### src/rtl/vga_pkg.sv
// Shared raster-timing defaults and colour constants for the VGA pattern pipeline.
// The default timing is 640x480@60 Hz with a 25 MHz pixel clock.
package vga_pkg;

  localparam int unsigned CNT_W = 10;

  localparam int unsigned DEF_H_ACTIVE = 640;
  localparam int unsigned DEF_H_FRONT  = 16;
  localparam int unsigned DEF_H_SYNC   = 96;
  localparam int unsigned DEF_H_BACK   = 48;
  localparam int unsigned DEF_V_ACTIVE = 480;
  localparam int unsigned DEF_V_FRONT  = 10;
  localparam int unsigned DEF_V_SYNC   = 2;
  localparam int unsigned DEF_V_BACK   = 33;

  localparam int unsigned DEF_H_TOTAL = DEF_H_ACTIVE + DEF_H_FRONT + DEF_H_SYNC + DEF_H_BACK;
  localparam int unsigned DEF_V_TOTAL = DEF_V_ACTIVE + DEF_V_FRONT + DEF_V_SYNC + DEF_V_BACK;

  // Each colour is 6 bits wide and packed as RR_GG_BB.
  typedef enum logic [5:0] {
    RGB_BLACK   = 6'b00_00_00,
    RGB_BLUE    = 6'b00_00_11,
    RGB_GREEN   = 6'b00_11_00,
    RGB_CYAN    = 6'b00_11_11,
    RGB_RED     = 6'b11_00_00,
    RGB_MAGENTA = 6'b11_00_11,
    RGB_YELLOW  = 6'b11_11_00,
    RGB_GREY    = 6'b10_10_10,
    RGB_WHITE   = 6'b11_11_11
  } rgb_e;

  function automatic logic sync_level(input logic pol, input logic in_window);
    return in_window ? pol : ~pol;
  endfunction

endpackage

### src/rtl/vga_axis_counter.sv
// Wrap counter for one raster axis. It holds a registered count, exposes the next count
// and a wrap flag, and registers the sync pulse decoded from the next count.
module vga_axis_counter
  import vga_pkg::*;
#(
  parameter int unsigned TOTAL      = DEF_H_TOTAL,
  parameter int unsigned SYNC_START = DEF_H_ACTIVE + DEF_H_FRONT,
  parameter int unsigned SYNC_LEN   = DEF_H_SYNC,
  parameter bit          SYNC_POL   = 1'b0
) (
  input  logic             clk,
  input  logic             rst_n,
  input  logic             en,
  output logic [CNT_W-1:0] cnt,
  output logic [CNT_W-1:0] cnt_nxt,
  output logic             wrap,
  output logic             sync
);

  localparam logic [CNT_W-1:0] LAST    = CNT_W'(TOTAL - 1);
  localparam logic [CNT_W-1:0] S_FIRST = CNT_W'(SYNC_START);
  localparam logic [CNT_W-1:0] S_LAST  = CNT_W'(SYNC_START + SYNC_LEN - 1);

  assign wrap = (cnt == LAST);

  always_comb begin
    cnt_nxt = cnt;
    if (en) cnt_nxt = wrap ? '0 : cnt + 1'b1;
  end

  // Decoding sync from cnt_nxt keeps the registered pulse aligned with the registered count.
  always_ff @(posedge clk or negedge rst_n) begin
    if (!rst_n) begin
      cnt  <= '0;
      sync <= ~SYNC_POL;
    end else begin
      cnt  <= cnt_nxt;
      sync <= sync_level(SYNC_POL, (cnt_nxt >= S_FIRST) && (cnt_nxt <= S_LAST));
    end
  end

endmodule

### src/rtl/vga_timing_gen.sv
// Raster timing generator. It produces the x/y coordinates, the sync pulses, the display
// enable, a one-clock next_frame strobe and a frame counter, and every output is registered.
module vga_timing_gen
  import vga_pkg::*;
#(
  parameter int unsigned H_ACTIVE = DEF_H_ACTIVE,
  parameter int unsigned H_FRONT  = DEF_H_FRONT,
  parameter int unsigned H_SYNC   = DEF_H_SYNC,
  parameter int unsigned H_BACK   = DEF_H_BACK,
  parameter int unsigned V_ACTIVE = DEF_V_ACTIVE,
  parameter int unsigned V_FRONT  = DEF_V_FRONT,
  parameter int unsigned V_SYNC   = DEF_V_SYNC,
  parameter int unsigned V_BACK   = DEF_V_BACK,
  parameter bit          SYNC_POL = 1'b0
) (
  input  logic       clk,
  input  logic       rst_n,
  input  logic       pix_en,
  output logic [9:0] x,
  output logic [9:0] y,
  output logic       hsync,
  output logic       vsync,
  output logic       display_on,
  output logic       next_frame,
  output logic [7:0] frame_count
);

  localparam int unsigned H_TOTAL = H_ACTIVE + H_FRONT + H_SYNC + H_BACK;
  localparam int unsigned V_TOTAL = V_ACTIVE + V_FRONT + V_SYNC + V_BACK;

  localparam logic [CNT_W-1:0] H_ACT    = CNT_W'(H_ACTIVE);
  localparam logic [CNT_W-1:0] V_ACT    = CNT_W'(V_ACTIVE);
  localparam logic [CNT_W-1:0] V_ACT_M1 = CNT_W'(V_ACTIVE - 1);

  logic [CNT_W-1:0] h_nxt;
  logic [CNT_W-1:0] v_nxt;
  logic             h_wrap;
  logic             v_wrap;
  logic             v_en;
  logic             frame_start;

  assign v_en = pix_en & h_wrap;

  vga_axis_counter #(
    .TOTAL      (H_TOTAL),
    .SYNC_START (H_ACTIVE + H_FRONT),
    .SYNC_LEN   (H_SYNC),
    .SYNC_POL   (SYNC_POL)
  ) u_h (
    .clk     (clk),
    .rst_n   (rst_n),
    .en      (pix_en),
    .cnt     (x),
    .cnt_nxt (h_nxt),
    .wrap    (h_wrap),
    .sync    (hsync)
  );

  vga_axis_counter #(
    .TOTAL      (V_TOTAL),
    .SYNC_START (V_ACTIVE + V_FRONT),
    .SYNC_LEN   (V_SYNC),
    .SYNC_POL   (SYNC_POL)
  ) u_v (
    .clk     (clk),
    .rst_n   (rst_n),
    .en      (v_en),
    .cnt     (y),
    .cnt_nxt (v_nxt),
    .wrap    (v_wrap),
    .sync    (vsync)
  );

  // The only entry into line V_ACTIVE is the line wrap that leaves line V_ACTIVE-1.
  assign frame_start = v_en & (y == V_ACT_M1);

  // next_frame needs no hold term. The edge after a strobe always has x == 0, so
  // frame_start is low on that edge and the strobe clears whatever pix_en is.
  always_ff @(posedge clk or negedge rst_n) begin
    if (!rst_n) begin
      display_on  <= 1'b1;
      next_frame  <= 1'b0;
      frame_count <= '0;
    end else begin
      display_on <= (h_nxt < H_ACT) && (v_nxt < V_ACT);
      next_frame <= frame_start;
      if (frame_start) frame_count <= frame_count + 8'd1;
    end
  end

  a_frame_wrap: assert property (@(posedge clk) disable iff (!rst_n)
    (v_en && v_wrap) |=> (y == '0));

endmodule

### config.mk
export PLATFORM = sky130hd
export DESIGN_NAME = vga_timing_gen
export DESIGN_NICKNAME = d
export VERILOG_FILES = /design/src/rtl/vga_pkg.sv /design/src/rtl/vga_axis_counter.sv /design/src/rtl/vga_timing_gen.sv
export SDC_FILE = /design/constraint.sdc
export NUM_CORES = 1
export LEC_CHECK = 0
export ABC_AREA = 0
export BUFFER_PORTS_ARGS = -buffer_cell sky130_fd_sc_hd__buf_2
export CAP_MARGIN = 20
export CELL_PAD_IN_SITES_DETAIL_PLACEMENT = 1
export CELL_PAD_IN_SITES_GLOBAL_PLACEMENT = 1
export CORE_AREA = 2 2 73 75
export DETAILED_ROUTE_END_ITERATION = 10
export DIE_AREA = 0 0 75 77
export PLACE_DENSITY_LB_ADDON = 0.1
export SLEW_MARGIN = 10
export SYNTH_ARGS = -nofsm -noshare
export SYNTH_HDL_FRONTEND = slang
export SYNTH_SLANG_ARGS = --single-unit
### constraint.sdc
create_clock -name clk -period 2.29 [get_ports clk]
set_input_delay 0.458 -clock clk [delete_from_list [all_inputs] [get_ports clk]]
set_output_delay 0.458 -clock clk [all_outputs]
set_load 0.005 [all_outputs]
==> flow_summary.json <==
{
  "grt_usage_pct": 16.4,
  "routed_via_density": 4.93,
  "rsz0062_at_grt": "yes",
  "critPathArrivalTime_ns": 2.37,
  "netlist_top_cells_area": "dfrtp_1 (44%), xnor2_1 (5.3%), dfstp_2 (4.7%)",
  "end_kind": "flip-flop",
  "crit_required_ns": 2.49,
  "worstSkewPairLatency_ns": 0.28,
  "critPathKind": "reg2reg",
  "finalCritPeriodShare_pct": 94.6,
  "die_h_um": 77,
  "design_area_sq_um": 2140,
  "hold_class": "in2async",
  "ir_drop_uv": 419,
  "power_density_nw_per_um2": 681,
  "synth.distinct_cells": 44,
  "reg2regPathDepth": 6,
  "cts_tree": "yes",
  "yosysSeqAreaShare_pct": 48.5,
  "final_antenna_net_count": 0,
  "r2r_end": "frame_count[7]",
  "dpl.hpwl_um": 3210,
  "power.leakage_uw": 0.00108,
  "critPathMaxFanout": 6,
  "dr.pass1.iters": 4,
  "holdWs_ns": 0.226,
  "syn_area_per_cell_sq_um": 10.5,
  "yosysWarnings": 0,
  "syn_nets": 165,
  "wire_per_inst_um": 15.4,
  "drt_iter0_markers": 48,
  "maxSlewViolCount": 0,
  "gp_routability_congestion": 0.807,
  "synth_cells": 158,
  "syn-cell-area_sq_um": 1660,
  "grt_max_degree": 33,
  "htreeDepth": 2,
  "numCtsBuffers": 5,
  "rows": 26,
  "synth_common_cells": "dfrtp_1 (29), nand2_1 (15), nand3_1 (13)",
  "start_util_pct": 33.4,
  "slew_headroom_pct": 51.1,
  "num_io_pins": 35,
  "die_area_sq_um": 5780,
  "synth_most_common_cell": "dfrtp_1",
  "syn2layout_area_growth_pct": 28.9,
  "clockRootBuffer": "clkbuf_8",
  "synth_seq_cells": 32,
  "layout-drive-gt1-share_pct": 33.8,
  "timing.rr.start": "u_h.cnt[6]",
  "synthFlopType": "dfrtp_1",
  "async_reset_ff_share_pct": 100,
  "max_freq_ghz": 0.461,
  "grt_pass1_wl_um": 7100,
  "yosysTopAreaCellShare_pct": 43.7,
  "fin_util_pct": 43.0,
  "nNetsFinal": 220,
  "synth_top_cell_by_area": "dfrtp_1",
  "via_count": 1395,
  "port_buffers": 34,
  "tns_ns": 0,
  "fin_skew_ns": 0.00716,
  "overflow": 0,
  "max_cap_viol_count": 0,
  "clk_pin_slew_ns": 0.07,
  "drcViolationCount": 0,
  "worst_pin_slew_ns": 0.734,
  "cp-start-kind": "flip-flop",
  "die_x_um": 75,
  "finalCriticalPeriod_ns": 2.17,
  "antenna_cells": 0,
  "routed_wl_um": 4370,
  "place_area_sq_um": 2010,
  "setup_viol": 0,
  "core_area_sq_um": 4980,
  "final-hold-violation-count": 0,
  "grt_pass1_vias": 1473,
  "rrSetupSlack_ns": 0.12,
  "synth_edf_count": 0,
  "cts_num_sinks": 32,
  "cts_buffer_depth": 2,
  "outcome": "finished clean",
  "antenna_found_initial": 0
}
[routing by layer]
layer | global-route usage (%) | vias to the layer above | share of wire (%)
met5 | 0 | - | 0
met4 | 7.14 | 0 | 1.9
met3 | 3.42 | 6 | 3.4
met2 | 25.9 | 32 | 49
met1 | 21.2 | 686 | 46
li1 | - | 671 | -
[where the power goes]
| part | internal (uW) | switching, uW | total [uW] |
|---|---|---|---|
| combinational | 164 | 158 | 322 |
| sequential | 619 | 42.7 | 661 |
| clock | 268 | 206 | 473 |
[cell families after synthesis]
kind of cell	share of synthesized area, %
and+or+nand+nor	27.3
DFF	48.5
xor gates and xnor gates	9.50
AOI/OAI and AO/OA	6.56
buffers and inverters	3.24
adders and majority gates	3.01
muxes	1.96
[state kept, by name, summed over array words and instances (netlist names)]
signal,cells
frame_count,8
u_v.sync,1
u_h.cnt,10
u_h.sync,1
u_v.cnt,10
next_frame,1
display_on,1
[how the worst max path moves through the flow]
stage / startpoint / to / slack (ns)
finish: u_h.cnt[6] / frame_count[7] / 0.12
global route: u_h.cnt[6] / frame_count[5] / -0.04
CTS: u_h.cnt[5] / frame_count[5] / 0.02
detailed placement: u_h.cnt[5] / frame_count[5] / 0.05
global placement: u_h.cnt[5] / frame_count[6] / 0.11
floorplan: u_h.cnt[0] / frame_count[4] / 0.14
[final cells by class]
| class | instances | area (sq um) |
|---|---|---|
| timing repair buffer | 52 | 305 |
| tap | 70 | 87.6 |
| sequential | 32 | 805 |
| fill | 589 | 2840 |
| multi-input combinational | 114 | 816 |
| inverter | 8 | 30.0 |
| clock buffer | 7 | 96.3 |
[timing repair]
item                                    in CTS  in global routing
resized for setup                            0                  3
hold buffers                                 0                  0
endpoints found under the setup margin       0                  6
setup buffers                                0                  2
[placed cells by master (no fill, tap or decap), types with 2 or more instances in the layout]
cell,Yosys,final
nand2_1,15,15
ha_1,4,3
nor3_2,2,2
dfrtp_1,29,29
a21o_1,2,2
buf_2,1,34
a21oi_1,2,2
o21ai_1,4,4
nand3_1,13,13
o31ai_1,2,2
nor2_1,8,7
inv_1,8,8
nor4_1,3,3
or3_1,3,3
xnor2_1,10,10
clkbuf_8,0,7
dfstp_2,3,3
buf_4,0,18
nand4_1,6,6
nor3_1,6,6
nor2b_1,2,2
xor2_1,8,8
and3_1,2,2
[worst max-delay path: stages, from the launching register on]
cell	delay (ns)
dfrtp_1	0.38
nand4bb_4	0.23
or4_4	0.61
nor4b_4	0.34
nand4_1	0.20
nor2_1	0.17
xor2_1	0.16
[metrics by stage]
step                setup WS [ns]  total power [uW]  cells
global placement            0.110               983    274
global route              -0.0421              1550    283
CTS                        0.0235              1490    281
finish                      0.123              1460    283
floorplan                   0.136               822    158
detailed placement         0.0465               997    274
Note: power is estimated with default switching activity, not from simulation.
